### src/rtl/serial_audio_encoder_pkg.sv
// rtl/serial_audio_encoder_pkg.sv - shared constants and helpers for the serial audio encoder
//
// Contents:
//   SLOT_BITS, FRAME_CYCLES, CNT_W  slot width, clk128 cycles per frame, frame counter width
//   LEFT_LOAD, RIGHT_LOAD           frame counter values at which each channel's slot is loaded
//   fmt_t                           serial format encoding (FMT_LJ, FMT_I2S)
//   slot_is_left()                  lrclk channel of a slot for a given format
package serial_audio_encoder_pkg;

    localparam int SLOT_BITS    = 32;
    localparam int FRAME_CYCLES = 128;
    localparam int CNT_W        = $clog2(FRAME_CYCLES);

    localparam logic [CNT_W-1:0] LEFT_LOAD  = CNT_W'(FRAME_CYCLES - 1);
    localparam logic [CNT_W-1:0] RIGHT_LOAD = CNT_W'(FRAME_CYCLES / 2 - 1);

    typedef enum logic {
        FMT_LJ  = 1'b0,
        FMT_I2S = 1'b1
    } fmt_t;

    // I2S moves the word clock one slot ahead of the data; the 6-bit add
    // wraps slot 63 onto slot 0 so the next frame's left level appears early.
    function automatic logic slot_is_left(input fmt_t fmt, input logic [CNT_W-2:0] slot);
        logic [CNT_W-2:0] lead;
        lead = (fmt == FMT_I2S) ? slot + (CNT_W-1)'(1) : slot;
        return !lead[CNT_W-2];
    endfunction

endpackage

### src/rtl/serial_slot_shifter.sv
// rtl/serial_slot_shifter.sv - 32-bit load/shift register with a registered MSB output
//
// Ports:
//   clk128  master clock
//   reset   asynchronous active-high reset
//   load    load a new slot word (takes priority over shift)
//   shift   advance to the next bit
//   data    slot word, MSB transmitted first
//   q       current serial bit, driven from a flop
module serial_slot_shifter
    import serial_audio_encoder_pkg::*;
(
    input  logic                 clk128,
    input  logic                 reset,
    input  logic                 load,
    input  logic                 shift,
    input  logic [SLOT_BITS-1:0] data,
    output logic                 q
);

    // sr holds the bits still to be sent after the one currently on q.
    logic [SLOT_BITS-1:0] sr;

    always_ff @(posedge clk128 or posedge reset) begin
        if (reset) begin
            sr <= '0;
            q  <= 1'b0;
        end else if (load) begin
            q  <= data[SLOT_BITS-1];
            sr <= {data[SLOT_BITS-2:0], 1'b0};
        end else if (shift) begin
            q  <= sr[SLOT_BITS-1];
            sr <= {sr[SLOT_BITS-2:0], 1'b0};
        end
    end

endmodule

### src/rtl/serial_audio_encoder.sv
// rtl/serial_audio_encoder.sv - parallel L/R samples to LJ/I2S serial stream, bus master
//
// Optional feature macro: SERIAL_AUDIO_ENCODER_HOLD_EN (underrun repeats last sample
// delivered on that channel instead of sending silence).
//
// Ports:
//   clk128          master clock, 128fs
//   reset           asynchronous active-high reset
//   is_i2s          0 = left justified, 1 = I2S (sampled at frame end)
//   lrclk_polarity  0: lrclk low = left, 1: lrclk low = right (sampled at frame end)
//   i_valid         sample valid
//   i_ready         encoder can accept a sample on the expected channel
//   i_is_left       sample channel tag
//   i_audio         two's complement sample, AUDIO_WIDTH bits
//   sclk            bit clock, 64fs
//   lrclk           word clock, 1fs
//   sdout           serial data, MSB first, changes on sclk falling edge
//   is_error        one-cycle pulse: sample offered for the wrong channel
//   underrun        one-cycle pulse, aligned with the load cycle of an empty channel
module serial_audio_encoder
    import serial_audio_encoder_pkg::*;
#(
    parameter int AUDIO_WIDTH = 24
) (
    input  logic                   clk128,
    input  logic                   reset,
    input  logic                   is_i2s,
    input  logic                   lrclk_polarity,
    input  logic                   i_valid,
    output logic                   i_ready,
    input  logic                   i_is_left,
    input  logic [AUDIO_WIDTH-1:0] i_audio,
    output logic                   sclk,
    output logic                   lrclk,
    output logic                   sdout,
    output logic                   is_error,
    output logic                   underrun
);

    logic [CNT_W-1:0]       cnt, cnt_n;
    fmt_t                   fmt, fmt_n;
    logic                   pol, pol_n;
    logic [AUDIO_WIDTH-1:0] l_hold, r_hold;
    logic [AUDIO_WIDTH-1:0] l_fill, r_fill;
    logic                   l_full, r_full, expect_left;
    logic                   l_full_n, r_full_n, expect_left_n;
    logic                   load_l, load_r, accept, take_l, take_r, bad_order;
    logic [SLOT_BITS-1:0]   load_word;

    function automatic logic [SLOT_BITS-1:0] to_slot(input logic [AUDIO_WIDTH-1:0] s);
        return SLOT_BITS'(s) << (SLOT_BITS - AUDIO_WIDTH);
    endfunction

`ifdef SERIAL_AUDIO_ENCODER_HOLD_EN
    logic [AUDIO_WIDTH-1:0] l_last, r_last;

    always_ff @(posedge clk128 or posedge reset) begin
        if (reset) begin
            l_last <= '0;
            r_last <= '0;
        end else begin
            if (load_l && l_full) l_last <= l_hold;
            if (load_r && r_full) r_last <= r_hold;
        end
    end

    assign l_fill = l_last;
    assign r_fill = r_last;
`else
    assign l_fill = '0;
    assign r_fill = '0;
`endif

    always_comb begin
        cnt_n     = cnt + CNT_W'(1);
        load_l    = (cnt == LEFT_LOAD);
        load_r    = (cnt == RIGHT_LOAD);
        accept    = i_valid && i_ready;
        take_l    = accept && i_is_left && expect_left;
        take_r    = accept && !i_is_left && !expect_left;
        bad_order = accept && (i_is_left != expect_left);
        // A load empties its register before a same-cycle accept refills it,
        // so that sample waits for the next frame.
        l_full_n      = take_l || (l_full && !load_l);
        r_full_n      = take_r || (r_full && !load_r);
        expect_left_n = expect_left ^ (take_l || take_r);
        fmt_n         = load_l ? fmt_t'(is_i2s) : fmt;
        pol_n         = load_l ? lrclk_polarity : pol;
        if (load_l) begin
            load_word = l_full ? to_slot(l_hold) : to_slot(l_fill);
        end else begin
            load_word = r_full ? to_slot(r_hold) : to_slot(r_fill);
        end
    end

    // Registered outputs are computed from next-state values so that each
    // one lines up with the cycle it describes.
    always_ff @(posedge clk128 or posedge reset) begin
        if (reset) begin
            cnt         <= '0;
            fmt         <= FMT_LJ;
            pol         <= 1'b0;
            l_hold      <= '0;
            r_hold      <= '0;
            l_full      <= 1'b0;
            r_full      <= 1'b0;
            expect_left <= 1'b1;
            i_ready     <= 1'b0;
            lrclk       <= 1'b0;
            is_error    <= 1'b0;
            underrun    <= 1'b0;
        end else begin
            cnt         <= cnt_n;
            fmt         <= fmt_n;
            pol         <= pol_n;
            if (take_l) l_hold <= i_audio;
            if (take_r) r_hold <= i_audio;
            l_full      <= l_full_n;
            r_full      <= r_full_n;
            expect_left <= expect_left_n;
            i_ready     <= expect_left_n ? !l_full_n : !r_full_n;
            lrclk       <= slot_is_left(fmt_n, cnt_n[CNT_W-1:1]) ? pol_n : !pol_n;
            is_error    <= bad_order;
            underrun    <= ((cnt_n == RIGHT_LOAD) && !r_full_n) ||
                           ((cnt_n == LEFT_LOAD) && !l_full_n);
        end
    end

    assign sclk = cnt[0];

    // One shifter serves both channels: left and right slots never overlap.
    serial_slot_shifter u_shifter (
        .clk128 (clk128),
        .reset  (reset),
        .load   (load_l || load_r),
        .shift  (cnt[0]),
        .data   (load_word),
        .q      (sdout)
    );

endmodule

### config.mk
export PLATFORM = sky130hd
export DESIGN_NAME = serial_audio_encoder
export DESIGN_NICKNAME = d
export VERILOG_FILES = /design/src/rtl/serial_audio_encoder_pkg.sv /design/src/rtl/serial_slot_shifter.sv /design/src/rtl/serial_audio_encoder.sv
export SDC_FILE = /design/constraint.sdc
export NUM_CORES = 1
export LEC_CHECK = 0
export CORE_MARGIN = 4
export CORE_UTILIZATION = 42
export CTS_BUF_LIST = sky130_fd_sc_hd__clkbuf_4 sky130_fd_sc_hd__clkbuf_8 sky130_fd_sc_hd__clkbuf_16
export CTS_CLUSTER_DIAMETER = 30
export DETAILED_ROUTE_END_ITERATION = 10
export GPL_TIMING_DRIVEN = 1
export PLACE_DENSITY = 0.72
export RECOVER_POWER = 100
export SYNTH_ARGS = -nofsm -noshare
export SYNTH_HDL_FRONTEND = slang
export SYNTH_SLANG_ARGS = --single-unit
### constraint.sdc
create_clock -name clk128 -period 4.9 [get_ports clk128]
set_clock_uncertainty 0.05 [all_clocks]
set_input_delay 0.735 -clock clk128 [delete_from_list [all_inputs] [get_ports clk128]]
set_output_delay 0.735 -clock clk128 [all_outputs]
set_load 0.05 [all_outputs]
==> results of run 1 <==
==> power groups by stage <==
stage / sequential (mW) / combinational, mW / clock (mW)
2_1_floorplan: 0.755 / 0.0219 / 0
6_report: 0.741 / 0.0555 / 0.525
5_1_grt: 0.742 / 0.0623 / 0.573
3_3_place_gp: 0.755 / 0.0565 / 0
4_1_cts: 0.741 / 0.0581 / 0.541
3_5_place_dp: 0.755 / 0.0578 / 0
==> how the worst max path moves through the flow <==
| stage | from | end | slack [ns] | cells past startpoint |
|---|---|---|---|---|
| floorplan | reset | cnt[0]$_DFF_PP0_ | 1.84 | 1 |
| global placement | i_is_left | underrun$_DFF_PP0_ | 1.91 | 5 |
| detailed placement | i_is_left | underrun$_DFF_PP0_ | 1.83 | 5 |
| CTS | i_is_left | underrun$_DFF_PP0_ | 2.21 | 5 |
| global route | cnt[1]$_DFF_PP0_ | u_shifter.sr[11]$_DFFE_PP0P_ | 1.27 | 6 |
| finish | cnt[1]$_DFF_PP0_ | underrun$_DFF_PP0_ | 1.47 | 6 |
==> worst max-delay path, delay by kind of cell, from the launching register on <==
kind / cells / cell delay (ns)
AO/OA/AOI/OAI: 1 / 0.29
adder cells (fa/ha/maj): 1 / 0.28
XOR/XNOR: 1 / 0.75
AND/OR/NAND/NOR: 3 / 1.53
flip-flops: 1 / 0.43
==> cell type report <==
class                           count  area [sq um]  area share
Clock buffer                        9           124      0.0278
Multi-Input combinational cell    191          1510       0.338
Tap cell                          108           135      0.0304
Timing Repair Buffer               40           377      0.0846
Clock inverter                      7          86.3      0.0194
Sequential cell                    88          2200       0.495
Inverter                            5          20.0     0.00450
==> routing by layer <==
layer	GRT usage	vias up	wire, microns
li1	-	1148	-
met3	0.0459	6	315
met5	0	-	0
met2	0.238	50	3720
met4	0.0370	0	47
met1	0.190	1264	3430
==> per-stage QoR <==
stage / instance area, sq um / worst slack (ns) / cells / power, mW
2_1_floorplan: 3860 / 1.84 / 303 / 0.777
3_3_place_gp: 4290 / 1.91 / 432 / 0.811
3_5_place_dp: 4290 / 1.83 / 432 / 0.813
4_1_cts: 4500 / 2.21 / 448 / 1.34
5_1_grt: 4450 / 1.27 / 448 / 1.38
6_report: 4450 / 1.47 / 448 / 1.32
==> cells in the final DEF (no fill, tap or decap), types with 10 or more instances in the layout <==
cell type / n
clkdlybuf4s50_1: 27
a21oi_1: 24
mux2i_1: 13
nand2_1: 18
a31oi_1: 11
o21a_1: 10
dfrtp_1: 87
mux2_2: 49
nor2_1: 16
a221oi_1: 13
==> state kept, by name (all words and copies together), names as in the netlist, 7 cells and up <==
| register | flops |
|---|---|
| cnt | 7 |
| l_hold | 24 |
| r_hold | 24 |
| u_shifter.sr | 23 |
==> cells by family after synthesis <==
family	Yosys count	share of synthesized area
fa+ha+maj	2	0.00648
simple gates	51	0.0736
mux	63	0.181
buf+inv	24	0.0318
compound gates	65	0.112
flops	88	0.571
xor+xnor	10	0.0246
==> impl_metrics.json, run 1 <==
{
  "vias": 2468,
  "fmax_ghz": 0.292,
  "p_switching_mw": 0.309,
  "reg2reg_depth": 6,
  "dp_hpwl_microns": 4850,
  "syn2layout_area_growth_pct": 15.3,
  "criticalPathCategory": "reg -> reg",
  "r2r_start": "cnt[1]$_DFF_PP0_",
  "comb_power_share": 0.042,
  "syn_avg_cell_area_sq_um": 12.7,
  "antenna_found_initial": 0,
  "cts-htree-levels": 3,
  "fin_crit_sh": 0.700,
  "violations": "capacitance limit, slew limit",
  "routabilityCongestion": 0.707,
  "ys_ff_latch": 88,
  "die_y_microns": 104,
  "drv_slew": 132,
  "worstPathArrival_ns": 3.63,
  "avgRoutedWirePerCell_microns": 16.8,
  "hold_end": "fmt$_DFF_PP0_",
  "switching_share": 0.234,
  "cts_root_buf": "clkbuf_8",
  "synth_top_flop_cell": "dfrtp_1",
  "synth_area_leaders": "dfrtp_1 (56%), mux2_2 (14%), mux2i_1 (3.4%)",
  "fillCellCount": 792,
  "num_rows": 34,
  "cts_num_sinks": 88,
  "synth-edff-count": 0,
  "finalWirelength_microns": 7510,
  "critical_path_required_ns": 5.10,
  "setup_tns_ns": 0,
  "hold_path.class": "reg -> reg",
  "io_pins": 36,
  "fin_crit_ns": 3.43,
  "cts_tree": "done",
  "die_x_microns": 104,
  "synth_most_common_cell": "dfrtp_1",
  "syn_area_sq_um": 3860,
  "worstHoldStart": "fmt$_DFF_PP0_",
  "initial_utilization": 0.436,
  "tightest_slew_ns": 2.56,
  "nets": 367,
  "yosysTopAreaCell": "dfrtp_1",
  "clk_latency_ns": 0.36,
  "leakage_nw": 2.20,
  "holdPathStages": 1,
  "p_per_area_nw_per_um2": 297,
  "grt_first_pass_wirelength_microns": 12700,
  "cts_resized": 0,
  "p_clk_frac": 0.397,
  "grt_overflow": 0,
  "peakVddDrop_uv": 128,
  "ant_nets": 0,
  "drive_gt1_frac": 0.224,
  "grt_use_total": 0.146,
  "synth_cell_types": 40,
  "cp_slowest_cell": "nand3_1",
  "crit_fanout": 43,
  "grt_pass1_vias": 2562,
  "dieArea_sq_um": 10800,
  "viasPerCell": 5.51,
  "utilization": 0.503,
  "relSlewSlack": -0.718,
  "syn_nets": 335,
  "synth.top_cell.area_share": 0.564,
  "cts.reportedPaths.clkPinSlew_ns": 0.09,
  "core-area_sq_um": 8850,
  "synth_commonest_cells": "dfrtp_1 (87), mux2_2 (49), a21oi_1 (24), nand2_1 (16), nor2_1 (16)",
  "status": "complete, but fails checks",
  "io_buffer_count": 35,
  "r2r_slack_ns": 1.47,
  "endpoint_kind": "flip-flop",
  "insertedDiodeCount": 0,
  "post-cts-setup-buffers": 0,
  "ctsHoldBuffers": 0,
  "drtIter0Drc": 112,
  "synthCells": 303,
  "p_seq_frac": 0.561,
  "maxCapViolations": 3,
  "ys_seq_area_frac": 0.571,
  "critPathLaunchType": "flip-flop",
  "p_int_mw": 1.01,
  "hold_viol_final": 0,
  "cpPeakStageDelay_ns": 1.19,
  "drcViolationCount": 0,
  "reg2reg_to": "underrun$_DFF_PP0_",
  "cts_buffers": 9,
  "grt_max_degree": 61,
  "rsz0062_at_grt": "no",
  "crit_chain": "ha_1 -> and3_1 -> nand3_1 -> xnor2_1 -> nor3_1 -> o211a_1",
  "yosysWarnings": 0,
  "hold_slack_ns": 0.455,
  "dr.pass1.iters": 4,
  "clock_path_buffers": 2,
  "synth-async-reset-ratio": 1.00,
  "setup_viol": 0
}
No activity file was read; power rests on OpenSTA's default activity.
==> run 2: changes to the inputs <==
--- a/config.mk
+++ b/config.mk
@@ -11,7 +11,7 @@
 export CTS_CLUSTER_DIAMETER = 30
 export DETAILED_ROUTE_END_ITERATION = 10
 export GPL_TIMING_DRIVEN = 1
-export PLACE_DENSITY = 0.72
+export PLACE_DENSITY = 0.75
 export RECOVER_POWER = 100
 export SYNTH_ARGS = -nofsm -noshare
 export SYNTH_HDL_FRONTEND = slang
==> constraint.sdc (replaced) <==
create_clock -name clk128 -period 2.9 [get_ports clk128]
set_clock_uncertainty 0.05 [all_clocks]
set_input_delay 0.435 -clock clk128 [delete_from_list [all_inputs] [get_ports clk128]]
set_output_delay 0.435 -clock clk128 [all_outputs]
set_load 0.05 [all_outputs]
==> impl_metrics.json, run 2 (synthesis results as in run 1) <==
{
  "fin_crit_sh": 0.836,
  "initial_utilization": 0.436,
  "drive_gt1_frac": 0.243,
  "grtUsageMet2": 0.235,
  "multi_input_area_sq_um": 1510,
  "clk_latency_ns": 0.36,
  "crit_chain": "buf_4 -> dlygate4sd3_1",
  "largestRegisters": "l_hold: 24 flops, r_hold: 24 flops, u_shifter.sr: 23 flops",
  "grt_max_degree": 60,
  "cts.reportedPaths.clkPinSlew_ns": 0.08,
  "fillCellCount": 794,
  "cts_resized": 0,
  "cts_num_sinks": 88,
  "avgRoutedWirePerCell_microns": 16.3,
  "hold_slack_ns": 0.456,
  "tightest_slew_ns": 1.27,
  "critPathLaunchType": "flip-flop",
  "p_clk_frac": 0.390,
  "dp_hpwl_microns": 4920,
  "criticalPathCategory": "reg -> out",
  "use_met1": 0.189,
  "relSlewSlack": 0.150,
  "post-cts-setup-buffers": 0,
  "cp_slowest_cell": "dlygate4sd3_1",
  "status": "complete, no violations",
  "io_pins": 36,
  "vias": 2531,
  "ctsHoldBuffers": 0,
  "grt_most_used_layer": "met2",
  "fmax_ghz": 0.413,
  "cts_buffers": 9,
  "finalWirelength_microns": 7390,
  "syn2layout_area_growth_pct": 16.3,
  "insertedDiodeCount": 0,
  "ant_nets": 0,
  "grt_use_total": 0.148,
  "drcViolationCount": 0,
  "viasPerCell": 5.59,
  "die_y_microns": 104,
  "cpPeakStageDelay_ns": 0.92,
  "maxCapViolations": 0,
  "endpoint_kind": "primary output",
  "num_rows": 34,
  "final_cell_mix": "dfrtp_1 (87), mux2_2 (49), clkdlybuf4s50_1 (27), a21oi_1 (24), nand2_1 (17)",
  "die_x_microns": 104,
  "rsz0062_at_grt": "no",
  "p_per_area_nw_per_um2": 491,
  "core-area_sq_um": 8850,
  "hold_viol_final": 0,
  "comb_power_share": 0.042,
  "seqCellArea_sq_um": 2200,
  "cts_tree": "done",
  "dieArea_sq_um": 10800,
  "p_int_mw": 1.70,
  "final_common_cell": "dfrtp_1",
  "worstPathArrival_ns": 1.94,
  "fin_crit_ns": 2.42,
  "io_buffer_count": 35,
  "setup_tns_ns": 0,
  "crit_fanout": 18,
  "setup_viol": 0,
  "clock_path_buffers": 2,
  "cts_root_buf": "clkbuf_8",
  "hold_path.class": "reg -> reg",
  "antenna_found_initial": 0,
  "leakage_nw": 2.23,
  "switching_share": 0.229,
  "routabilityCongestion": 0.783,
  "p_seq_frac": 0.568,
  "grt_overflow": 0,
  "p_switching_mw": 0.504,
  "critical_path_required_ns": 2.41,
  "grt_use_met3": 0.0484,
  "grt_pass1_vias": 2669,
  "nets": 372,
  "drtIter0Drc": 111,
  "dr.pass1.iters": 4,
  "cts-htree-levels": 3,
  "peakVddDrop_uv": 234,
  "drv_slew": 0,
  "grt_first_pass_wirelength_microns": 13000
}
## run 2: layout make-up
cell class,count,share of cell area
clock buffers,9,0.0276
repair buffers,45,0.0934
multi-input cells,191,0.336
clock inverters,7,0.0176
well taps,108,0.0301
inverters,5,0.00446
flip-flops and latches,88,0.491
## run 2: through the flow
step	util	cell area, sq um	worst slack [ns]	total power, mW	std cells
2_1_floorplan	-	3860	0.138	1.31	303
3_3_place_gp	0.490	4340	0.814	1.37	437
3_5_place_dp	0.490	4340	0.703	1.37	437
4_1_cts	0.513	4540	0.507	2.23	453
5_1_grt	0.507	4490	0.286	2.29	453
6_report	0.507	4490	0.476	2.20	453
## run 2: worst max-delay path: cells and delay by family (launching register included)
kind | cells | cell delay (ns)
flops | 1 | 0.36
buf+inv | 2 | 1.21
## run 2: metal layers
metal | vias to the layer above | part of all wire
met5 | - | 0
met4 | 0 | 0.020
met3 | 15 | 0.053
met2 | 48 | 0.48
met1 | 1295 | 0.44
li1 | 1173 | -
## run 2: worst paths after layout
kind,startpoint,end,slack (ns),cells past startpoint
min reg2reg,fmt$_DFF_PP0_,fmt$_DFF_PP0_,0.46,1
max reg2reg,cnt[1]$_DFF_PP0_,u_shifter.sr[15]$_DFFE_PP0P_,0.64,6
min,fmt$_DFF_PP0_,fmt$_DFF_PP0_,0.46,1
max,cnt[0]$_DFF_PP0_,sclk,0.48,2
max in group asynchronous,reset,r_hold[22]$_DFFE_PP0P_,0.65,3
min in group asynchronous,reset,i_ready$_DFF_PP0_,0.74,2
## run 2: power groups by stage
stage | Combinational (mW) | Sequential, mW | Clock, mW
final | 0.0919 | 1.25 | 0.860
after global routing | 0.103 | 1.25 | 0.937
after CTS | 0.0988 | 1.25 | 0.881
after detailed placement | 0.0984 | 1.28 | 0
after global placement | 0.0955 | 1.28 | 0
after floorplan | 0.0369 | 1.28 | 0
